### src/rtl/f_u_rca_chunk_seq.sv
// f_u_rca_chunk_seq: wide unsigned adder reusing one WIDTH-bit ripple-carry slice, one chunk per cycle.
// Define RCA_SEQ_SUB_EN to add the sub port (a-b via inverted b and carry-in of 1).
module f_u_rca_chunk_seq #(
    parameter int WIDTH  = 12,
    parameter int CHUNKS = 4
) (
    input  logic                      clk,
    input  logic                      rst_n,
    input  logic                      in_valid,
    output logic                      in_ready,
    input  logic [WIDTH*CHUNKS-1:0]   a,
    input  logic [WIDTH*CHUNKS-1:0]   b,
`ifdef RCA_SEQ_SUB_EN
    input  logic                      sub,
`endif
    output logic                      out_valid,
    input  logic                      out_ready,
    output logic [WIDTH*CHUNKS:0]     out_sum,
    output logic                      busy
);
    localparam int N  = WIDTH * CHUNKS;
    localparam int CW = CHUNKS > 1 ? $clog2(CHUNKS) : 1;

    typedef enum logic [1:0] {IDLE, RUN, DONE} state_t;

    state_t             r_state, w_next;
    logic [N-1:0]       r_a, r_b, r_sum;
    logic               r_carry, r_cout;
    logic [CW-1:0]      r_cnt;
    logic [WIDTH-1:0]   w_bs, w_s;
    logic [WIDTH:0]     w_c;
    logic [N+WIDTH-1:0] w_cat;
    logic               w_acc, w_last, w_cin0;

`ifdef RCA_SEQ_SUB_EN
    logic r_sub;
    assign w_bs   = r_b[WIDTH-1:0] ^ {WIDTH{r_sub}};
    assign w_cin0 = sub;
`else
    assign w_bs   = r_b[WIDTH-1:0];
    assign w_cin0 = 1'b0;
`endif

    assign w_c[0] = r_carry;
    for (genvar i = 0; i < WIDTH; i++) begin : g_fa
        assign w_s[i]   = r_a[i] ^ w_bs[i] ^ w_c[i];
        assign w_c[i+1] = (r_a[i] & w_bs[i]) | (w_c[i] & (r_a[i] ^ w_bs[i]));
    end

    // New slice sum enters at the top; after CHUNKS steps chunk 0 sits at the bottom.
    assign w_cat   = {w_s, r_sum};
    assign w_acc   = in_valid && r_state == IDLE;
    assign w_last  = r_cnt == CW'(CHUNKS - 1);
    assign out_sum = {r_cout, r_sum};

    always_ff @(posedge clk or negedge rst_n) begin
        if (!rst_n) r_state <= IDLE;
        else        r_state <= w_next;
    end

    always_comb begin
        w_next    = (r_state == IDLE && in_valid)  ? RUN  :
                    (r_state == RUN  && w_last)    ? DONE :
                    (r_state == DONE && out_ready) ? IDLE : r_state;
        in_ready  = r_state == IDLE;
        out_valid = r_state == DONE;
        busy      = r_state != IDLE;
    end

    always_ff @(posedge clk or negedge rst_n) begin
        if (!rst_n) begin
            r_a     <= '0;
            r_b     <= '0;
            r_sum   <= '0;
            r_carry <= 1'b0;
            r_cout  <= 1'b0;
            r_cnt   <= '0;
`ifdef RCA_SEQ_SUB_EN
            r_sub   <= 1'b0;
`endif
        end else if (w_acc) begin
            r_a     <= a;
            r_b     <= b;
            r_carry <= w_cin0;
            r_cnt   <= '0;
`ifdef RCA_SEQ_SUB_EN
            r_sub   <= sub;
`endif
        end else if (r_state == RUN) begin
            r_a     <= r_a >> WIDTH;
            r_b     <= r_b >> WIDTH;
            r_sum   <= w_cat[N+WIDTH-1:WIDTH];
            r_carry <= w_c[WIDTH];
            r_cnt   <= r_cnt + 1'b1;
            if (w_last) r_cout <= w_c[WIDTH];
        end
    end
endmodule

### config.mk
export PLATFORM = sky130hd
export DESIGN_NAME = f_u_rca_chunk_seq
export DESIGN_NICKNAME = d
export VERILOG_FILES = /design/src/rtl/f_u_rca_chunk_seq.sv
export SDC_FILE = /design/constraint.sdc
export NUM_CORES = 1
export LEC_CHECK = 0
export BUFFER_PORTS_ARGS = -buffer_cell sky130_fd_sc_hd__buf_2
export CAP_MARGIN = 20
export CORE_UTILIZATION = 35
export DETAILED_ROUTE_END_ITERATION = 8
export PLACE_DENSITY = 0.66
export SLEW_MARGIN = 10
export SYNTH_ARGS = -nofsm -noshare
export SYNTH_HDL_FRONTEND = slang
export SYNTH_SLANG_ARGS = --single-unit
### constraint.sdc
create_clock -name clk -period 7.1 [get_ports clk]
set_input_delay 0 -clock clk [delete_from_list [all_inputs] [get_ports clk]]
set_output_delay 0 -clock clk [all_outputs]
set_load 0.02 [all_outputs]
======== Word-level counts from Yosys, hierarchy flattened ========
Index checks and enable logic that the tools add are counted.
cells by class
  $add $sub $neg .......................... 1
  equal/unequal tests ..................... 3
  mux-type cells .......................... 11
  bitwise logic cells ..................... 61
  reductions and logical operators ........ 9
operator list
  kind                                                 count
  2-to-1 mux 48 bit                                    4
  AND 1 bit                                            24
  bitwise XOR 1 bit                                    24
  OR 1 bit                                             12
  2-to-1 mux 2 bit                                     5
  equality test 2 bit, second input constant           2
  nonzero test 2 bit                                   2
  logical AND 1 bit                                    3
  AND reduction 3 bit                                  1
  nonzero test 3 bit                                   1
  adder 2 x 1 -> 2 bit, second input constant          1
  equality test 2 x 1 -> 1 bit, second input constant  1
  logical NOT 2 bit                                    1
  2-to-1 mux 1 bit                                     2
  AND reduction 2 bit                                  1
  inverter 1 bit                                       1
word-level totals
  register bits after elaboration ......... 150
  input port bits ......................... 100
  output and inout bits ................... 52
  word-level logic and storage cells ...... 92

======== Longest topological paths before layout ========
Gate-level depths: netlist of run 1.
  depth after elaboration ................. 27
  mapped depth ............................ 16
  depth with buffers taken out ............ 16

======== Worst setup path after synthesis of run 1 ========
OpenSTA, ideal clock, no wires.
  kind .................................... register -> register
  from .................................... reg r_a[0]
  to ...................................... reg r_sum[47]
  library setup time ...................... 0.079 ns
  arrival time ............................ 4.989 ns
  data required time ...................... 7.021 ns
  path slack .............................. 2.032 ns
  stages on the path, launching flop included .. 17
  buffers on the path ..................... 0
  period minus slack after synthesis ...... 5.068 ns
  cells stage by stage .................... dfrtp_1 > fa_1 > fa_1 > inv_1 > fa_1 > inv_1 > fa_1 > fa_1 > fa_1 > fa_1 > fa_1 > fa_1 > fa_1 > fa_1 > inv_1 > fa_1 > mux2i_1
between the ends
  longest elaborated chain between the ends .. 24
  elaborated cells between the ends (all ways) .. 25
  those cells by class .................... bitwise: 25
RTL lines
  what                    RTL line  source
  start, declared         27        logic [N-1:0] r_a, r_b, r_sum;
  start signal, assigned  90        r_a <= r_a >> WIDTH;
  bitwise XOR 1 bit       47        assign w_c[i+1] = (r_a[i] & w_bs[i]) | (w_c[i] & (r_a[i] ^ w_bs[i]));
  AND 1 bit               47
  OR 1 bit *              47
  AND 1 bit *             47
  OR 1 bit *              47
  AND 1 bit *             47
  OR 1 bit *              47
  AND 1 bit *             47
  (+8 left out)           -
  OR 1 bit *              47
  AND 1 bit *             47
  OR 1 bit *              47
  AND 1 bit *             47
  OR 1 bit *              47
  AND 1 bit *             47
  OR 1 bit *              47
  bitwise XOR 1 bit *     46        assign w_s[i] = r_a[i] ^ w_bs[i] ^ w_c[i];
  end signal, assigned    92        r_sum <= w_cat[N+WIDTH-1:WIDTH];
  end, declared           27
Every way passes the cells marked *; elsewhere a longest branch is shown, timed or not.
A chain may end at the register's enable or synchronous reset.

======== Worst setup path in the final report of run 1 ========
Same ends and word-level chain as after synthesis.

==> flow_metrics.tcl, run 1 <==
set metrics [dict create \
    p_leak_nw 4.24 \
    hold_violations 0 \
    worstPathMaxFanout 2 \
    fin_setup_tns_ns 0 \
    yosysSeqAreaShare_pct 49.4 \
    track_usage_pct 17.5 \
    synthCells 655 \
    syn_avg_cell_area_sq_um 11.6 \
    stdcell_area_sq_um 9620 \
    cpMostUsedCell "fa_1" \
    post_cts_resized 0 \
    fin_crit_ns 5.39 \
    cts_hold_buf 91 \
    clock-sinks 150 \
    synth_cell_types 27 \
    slew_headroom_pct 34.5 \
    grt_max_degree 102 \
    die-area_sq_um 22300 \
    dp.cells 978 \
    cts_inserted_buffers 17 \
    syn_area_sq_um 7600 \
    synth_fp_nets 768 \
    final_core_util_pct 45.5 \
    yosys-top-cells-count "dfrtp_1, inv_1, nor3b_1, nor4b_1, a211oi_1" \
    async_flop_share_pct 100 \
    path_cells "fa_1 -> fa_1 -> inv_1 -> fa_1 -> inv_1 -> fa_1 -> fa_1 -> fa_1 -> fa_1 -> fa_1 -> fa_1 -> fa_1 -> fa_1 -> inv_1 -> fa_1 -> mux2i_1" \
    grt_pass1_wl_mm 29.8 \
    fin_cells 1102 \
    n_fill_cell 1954 \
    synthDominantCellAreaShare_pct 49.4 \
    yosys-top-cells-area "dfrtp_1, nor4b_1, nor3b_1" \
    pre_cts_ws_ns 1.69 \
    hold_ws_ns 0.00816 \
    layout-drive-gt1-share_pct 30.4 \
    cts_buffer_depth 2 \
    regArea_sq_um 3760 \
    end_kind "register" \
    multi_input_area_sq_um 2890 \
    worst_slew_pin_slew_ns 0.983 \
    synth-seq-cells 150 \
    slew_viol_final 0 \
    cp-start-kind "register" \
    htree_levels 4 \
    status "complete, no violations" \
    vias 5491 \
    synth_flop_cell "dfrtp_1" \
    row_count 53 \
    die_w_microns 149 \
    area_growth_syn_to_layout_pct 26.6 \
    post_drt_wl_per_cell_microns 17.0 \
    fin_crit_sh_pct 75.9 \
    drc 0 \
    critPathSlowestCell "fa_1" \
    global_route.overflow_total 0 \
    clock_latency_ns 0.41 \
    fin_nets 927 \
    fmax_ghz 0.186 \
    hp-class "in2reg" \
    fp.coreArea_sq_um 21200 \
    dr.pass1.iters 4 \
    yosys_warnings 0 \
    gp_congestion 0.774 \
    cts_tree "yes" \
    power_density_nw_per_um2 450 \
    cpPeakStageDelay_ns 0.47 \
    wirelength_mm 18.7 \
    viasPerCell 4.98 \
    num_io_pins 152 \
    place_area_sq_um 8110 \
    grt_pass1_vias 5426 \
    finalWorstSetupSlack_ns 1.71 \
    drtAntennaViolNets 0 \
    cp.required_ns 7.42 \
    root_buffer "clkbuf_16" \
    critPathKind "reg2reg" \
    grt_antenna_before_repair 0 \
    post_cts_buffers 0 \
    max_cap_viol_count 0 \
    rsz0062_at_grt "false" \
    yosys.area.top_type "dfrtp_1" \
    synthMostInstantiatedCell "dfrtp_1" \
    finalPower_mw 4.33 \
    clkTransAtPathRegs_ns 0.06 \
    finalSetupViolCount 0 \
    finClkSkew_ns 0.00905 \
    num_antenna_cells 0 \
    hpwlAfterDp_mm 11.5 \
    start_util_pct 35.9 \
    arrival_ns 5.71 \
    synth-edff-count 0 \
    drtIter0Drc 314 \
    peakVddDrop_mv 0.202 \
    port_buffers 151 \
    die_height_microns 149 \
]
[layout make-up]
type | instances | area share [%]
clock inverters | 12 | 1.22
flip-flops and latches | 150 | 39.1
repair buffers | 249 | 18.1
clock buffers | 20 | 4.75
inverters | 80 | 3.12
well taps | 275 | 3.58
multi-input cells | 316 | 30.1
[sequential cells by signal (all words and copies together), names as in the netlist]
signal   flops
r_cout       1
r_b         48
r_a         48
r_sum       48
r_carry      1
r_cnt        2
r_state      2
[worst max-delay path, delay by kind of cell, from the launching register on]
kind,cells,cell delay [ns]
adder cells (fa/ha/maj),12,4.53
multiplexers,1,0.13
flip-flops,1,0.41
buffers and inverters,3,0.23
[report_power, final]
group	switching [mW]	leakage (nW)	internal [mW]
registers	0.348	1.78	1.28
logic	1.00	2.17	0.828
clock network	0.367	0.282	0.507
[cells in the final DEF (no fill, tap or decap), types with 2 or more instances in the layout]
master,count
a211oi_1,62
a211oi_2,10
a21oi_1,2
a22o_1,25
buf_2,150
buf_4,6
clkbuf_16,17
clkbuf_8,2
clkinv_2,2
clkinv_4,4
dfrtp_1,148
dfrtp_4,2
dlygate4sd3_1,91
fa_1,12
inv_1,80
inv_6,4
mux2_2,46
mux2i_1,3
nor3b_1,72
nor4b_1,72
[kinds of logic after synthesis]
group | synth area share (%)
AND/OR/NAND/NOR | 16.1
AO/OA/AOI/OAI | 11.1
buffers and inverters | 12.7
adder cells (fa/ha/maj) | 3.33
multiplexers | 7.36
flip-flops | 49.4
[layer usage]
layer	share of wire, %	wire length, microns	GRT usage (%)	vias to the layer above
li1	-	-	-	2616
met1	47	8810	24.6	2702
met2	47	8800	26.3	150
met3	3.5	663	3.73	23
met4	2.4	452	6.79	0
met5	0	0	0	-
[worst paths after layout]
path | from | endpoint | slack (ns) | depth (start not counted)
worst min-delay path | a[3] | r_a[3] | 0.008 | 3
max in group asynchronous | rst_n | r_state[1] | 5.40 | 3
worst max-delay path | r_a[0] | r_sum[47] | 1.71 | 16
worst min register to register | r_sum[8] | r_sum[8] | 0.50 | 1
min in group asynchronous | rst_n | r_sum[7] | 0.22 | 2
worst max register to register | r_a[0] | r_sum[47] | 1.71 | 16
Power figures use the tool's default switching activity.
==> run 2, diff against run 1 <==
Clock period 7.1 ns to 5.5 ns, I/O delays scaled along.
==> run 2 against run 1 <==
  * Non-clock buffer count unchanged
  * Largest power group unchanged
  * Wire length shrank 0.90%
  * Combinational power grew 30%
  * Critical path type unchanged
  * Critical endpoint unchanged
  * Clock-buffer cell count did not move
  * Critical path depth unchanged
  * Setup slack worse by 1.5 ns
  * Sequential cell count stayed put
  * Sequential share of layout area decreased by 0.11 points
  * Power increased by 31%
  * Global-route usage down 0.36 points
==> flow_metrics.tcl, run 2 (synthesis results as in run 1) <==
set metrics [dict create \
    status "complete, no violations" \
    drc 0 \
    layout_commonest_cell "buf_2" \
    worst_slew_pin_slew_ns 1.06 \
    stdcell_area_sq_um 9650 \
    final_cell_mix "buf_2, dfrtp_1, dlygate4sd3_1" \
    finalWorstSetupSlack_ns 0.215 \
    hold_violations 0 \
    wirelength_mm 18.6 \
    fin_setup_tns_ns 0 \
    fmax_ghz 0.189 \
    hp-class "in2reg" \
    max_cap_viol_count 0 \
    fin_nets 927 \
    row_count 53 \
    area_growth_syn_to_layout_pct 27.0 \
    power_density_nw_per_um2 589 \
    p_leak_nw 4.25 \
    hold_ws_ns 0.0106 \
    arrival_ns 5.61 \
    grt_pass1_wl_mm 29.5 \
    die-area_sq_um 22300 \
    global_route.overflow_total 0 \
    fp.coreArea_sq_um 21200 \
    clock_latency_ns 0.42 \
    cts_buffer_depth 2 \
    clkTransAtPathRegs_ns 0.06 \
    num_io_pins 152 \
    vias 5420 \
    post_drt_wl_per_cell_microns 16.9 \
    root_buffer "clkbuf_16" \
    fin_crit_ns 5.29 \
    reg.largest.list "r_a x48, r_b x48, r_sum x48" \
    slew_headroom_pct 29.0 \
    gp_congestion 0.751 \
    dr.pass1.iters 4 \
    clock-sinks 150 \
    htree_levels 4 \
    pre_cts_ws_ns 0.203 \
    fin_crit_sh_pct 96.1 \
    finClkSkew_ns 0.00831 \
    die_w_microns 149 \
    die_height_microns 149 \
    port_buffers 151 \
    start_util_pct 35.9 \
    drtAntennaViolNets 0 \
    cts_inserted_buffers 17 \
    slew_viol_final 0 \
    finalSetupViolCount 0 \
    grt_antenna_before_repair 0 \
    rsz0062_at_grt "false" \
    hpwlAfterDp_mm 11.5 \
    layout-drive-gt1-share_pct 30.1 \
    track_usage_pct 17.1 \
    cp-start-kind "register" \
    end_kind "register" \
    cts_tree "yes" \
    place_area_sq_um 8120 \
    critPathKind "reg2reg" \
    grt_max_degree 99 \
    num_antenna_cells 0 \
    grt_pass1_vias 5435 \
    drtIter0Drc 267 \
    cp.required_ns 5.82 \
    worstPathMaxFanout 2 \
    peakVddDrop_mv 0.236 \
    viasPerCell 4.93 \
]
[run 2: power by group]
part	total (mW)	switching (mW)	internal (mW)
clock network	1.26	0.449	0.810
registers	2.04	0.392	1.65
logic	2.38	1.34	1.05
total	5.69	2.18	3.51
[run 2: timing repair]
action                                 CTS  global route
buffers inserted                         0             0
endpoints found under the hold margin  179             0
hold buffers                            90             0
resized for setup                        0             0
[run 2: worst paths after layout]
path                           from  cells after the start  slack, ns         end
max                          r_a[0]                     16       0.21   r_sum[47]
min                           b[11]                      3       0.01     r_b[11]
max reg2reg                  r_a[0]                     16       0.21   r_sum[47]
min reg2reg                r_sum[5]                      1       0.50    r_sum[5]
max in group asynchronous     rst_n                      3       3.84  r_state[1]
min in group asynchronous     rst_n                      2       0.21    r_sum[9]
[run 2: layer usage]
layer  GRT usage, %  vias to the layer above  share of wire, %
li1               -                     2610                 -
met2           26.7                      145                47
met5              0                        -                 0
met3           3.46                       22               3.8
met4           5.41                        0               1.7
met1           23.9                     2643                47
[run 2: critical path, cell delays in order, from the launching register on]
cell,delay [ns]
dfrtp_1,0.40
fa_1,0.45
fa_1,0.38
inv_1,0.08
fa_1,0.15
inv_1,0.05
fa_1,0.37
fa_1,0.39
fa_1,0.38
fa_1,0.38
fa_1,0.38
fa_1,0.39
fa_1,0.39
fa_1,0.37
inv_1,0.09
fa_1,0.40
mux2i_1,0.13
[run 2: layout make-up]
type / count / area, sq um
Inverter: 80 / 300
Sequential cell: 150 / 3760
Timing Repair Buffer: 249 / 1720
Tap cell: 275 / 344
Multi-Input combinational cell: 316 / 2890
Clock buffer: 20 / 447
Fill cell: 1984 / 11500
Clock inverter: 9 / 178
[run 2: stage by stage]
step | instances | utilization, % | power [mW]
after global routing | 1099 | 45.6 | 6.09
after floorplan | 655 | - | 4.02
after CTS | 1099 | 45.6 | 5.76
final | 1099 | 45.6 | 5.69
after detailed placement | 980 | 38.4 | 4.42
after global placement | 980 | 38.4 | 4.36
==> run 3, diff against run 2 <==
Settings changed: CORE_MARGIN from default to 2.
==> run 3 against run 2 <==
  * Setup slack gained 0.021 ns
  * Register-to-register slack gained 0.02 ns
  * Critical endpoint unchanged
  * Cell count is essentially flat
  * Combinational power shrank 3%
  * Core utilization shrank 0.31 points
  * Largest cell class unchanged
  * Global-route usage shrank 0.36 points
  * Critical path depth is the same
  * Power shrank 1.8%
==> flow_metrics.tcl, run 3 (synthesis results as in run 1) <==
set metrics [dict create \
    post_drt_wl_per_cell_microns 17.1 \
    drtIter0Drc 288 \
    die_w_microns 151 \
    grt_max_degree 102 \
    hpwlAfterDp_mm 11.5 \
    fin_setup_tns_ns 0 \
    hold_ws_ns 0.0271 \
    port_buffers 151 \
    cp-start-kind "register" \
    drc 0 \
    num_antenna_cells 0 \
    gp_congestion 0.780 \
    hold_violations 0 \
    final_cell_mix "buf_2, dfrtp_1, dlygate4sd3_1" \
    row_count 53 \
    fmax_ghz 0.190 \
    post_cts_buffers 0 \
    die_height_microns 151 \
    arrival_ns 5.58 \
    cp.required_ns 5.82 \
    fp.coreArea_sq_um 21200 \
    power_density_nw_per_um2 583 \
    cts_inserted_buffers 17 \
    grt_pass1_wl_mm 29.6 \
    finalSetupViolCount 0 \
    end_kind "register" \
    layout-drive-gt1-share_pct 30.0 \
    fin_crit_sh_pct 95.7 \
    clock_latency_ns 0.41 \
    drtAntennaViolNets 0 \
    rsz0062_at_grt "false" \
    p_leak_nw 4.21 \
    worstPathMaxFanout 2 \
    root_buffer "clkbuf_16" \
    slew_viol_final 0 \
    htree_levels 4 \
    fin_crit_ns 5.26 \
    start_util_pct 35.9 \
    grt_pass1_vias 5507 \
    cts_buffer_depth 2 \
    vias 5439 \
    viasPerCell 4.95 \
    layout_commonest_cell "buf_2" \
    wirelength_mm 18.8 \
    status "complete, no violations" \
    die-area_sq_um 22900 \
    fin_nets 925 \
    slew_headroom_pct 32.3 \
    dr.pass1.iters 7 \
    track_usage_pct 16.8 \
    clock-sinks 150 \
    peakVddDrop_mv 0.357 \
    worst_slew_pin_slew_ns 1.01 \
    max_cap_viol_count 0 \
    clkTransAtPathRegs_ns 0.06 \
    finClkSkew_ns 0.00806 \
    global_route.overflow_total 0 \
    cts_tree "yes" \
    num_io_pins 152 \
    reg.largest.list "r_a x48, r_b x48, r_sum x48" \
    area_growth_syn_to_layout_pct 26.1 \
    hp-class "in2reg" \
    grt_antenna_before_repair 0 \
    critPathKind "reg2reg" \
]
-- run 3: power breakdown --
part	switching (mW)	total, mW	leakage, nW	internal (mW)
Combinational	1.27	2.32	2.16	1.05
Sequential	0.461	2.11	1.78	1.65
Clock	0.441	1.15	0.273	0.708
Total	2.17	5.58	4.21	3.41
-- run 3: worst paths after layout --
kind	startpoint	end	slack, ns	cells after the start
setup / recovery	r_a[0]	r_sum[47]	0.24	16
hold / removal	a[1]	r_a[1]	0.03	3
setup reg to reg	r_a[0]	r_sum[47]	0.24	16
hold reg to reg	r_sum[7]	r_sum[7]	0.50	1
max in group asynchronous	rst_n	r_state[0]	3.81	3
min in group asynchronous	rst_n	r_sum[9]	0.20	2
-- run 3: cell type report --
cell class | instances | area, sq um
well taps | 275 | 344
flip-flops and latches | 150 | 3760
multi-input cells | 316 | 2900
clock inverters | 9 | 129
inverters | 80 | 300
fillers | 1965 | 11600
clock buffers | 21 | 440
repair buffers | 247 | 1710
-- run 3: per-layer routing --
layer  vias up  wire, microns  track usage, %
met4         0            338            5.79
met3        17            759            3.13
met5         -              0               0
li1       2600              -               -
met2       148           9010            26.6
met1      2674           8670            23.1
-- run 3: critical path, cell delays in order (launching register included) --
cell	delay, ns
dfrtp_1	0.40
fa_1	0.45
fa_1	0.38
inv_1	0.09
fa_1	0.18
inv_1	0.05
fa_1	0.38
fa_1	0.39
fa_1	0.38
fa_1	0.40
fa_2	0.36
fa_2	0.35
fa_1	0.38
fa_1	0.37
inv_1	0.09
fa_1	0.40
mux2i_1	0.13
-- run 3: per-stage QoR --
| step | util [%] | area [sq um] | power (mW) | setup slack (ns) | std cells |
|---|---|---|---|---|---|
| after floorplan | - | 7600 | 4.02 | 0.432 | 655 |
| after global placement | 38.3 | 8110 | 4.34 | 0.241 | 978 |
| after detailed placement | 38.3 | 8110 | 4.42 | 0.131 | 978 |
| after CTS | 45.3 | 9580 | 5.65 | 0.114 | 1098 |
| after global routing | 45.3 | 9580 | 6.00 | 0.0329 | 1098 |
| final | 45.3 | 9580 | 5.58 | 0.236 | 1098 |
-- run 3: timing repair --
action	in CTS	in global routing
resized for setup	0	2
setup endpoints to repair	0	1
hold buffers	90	0
endpoints found under the hold margin	167	0
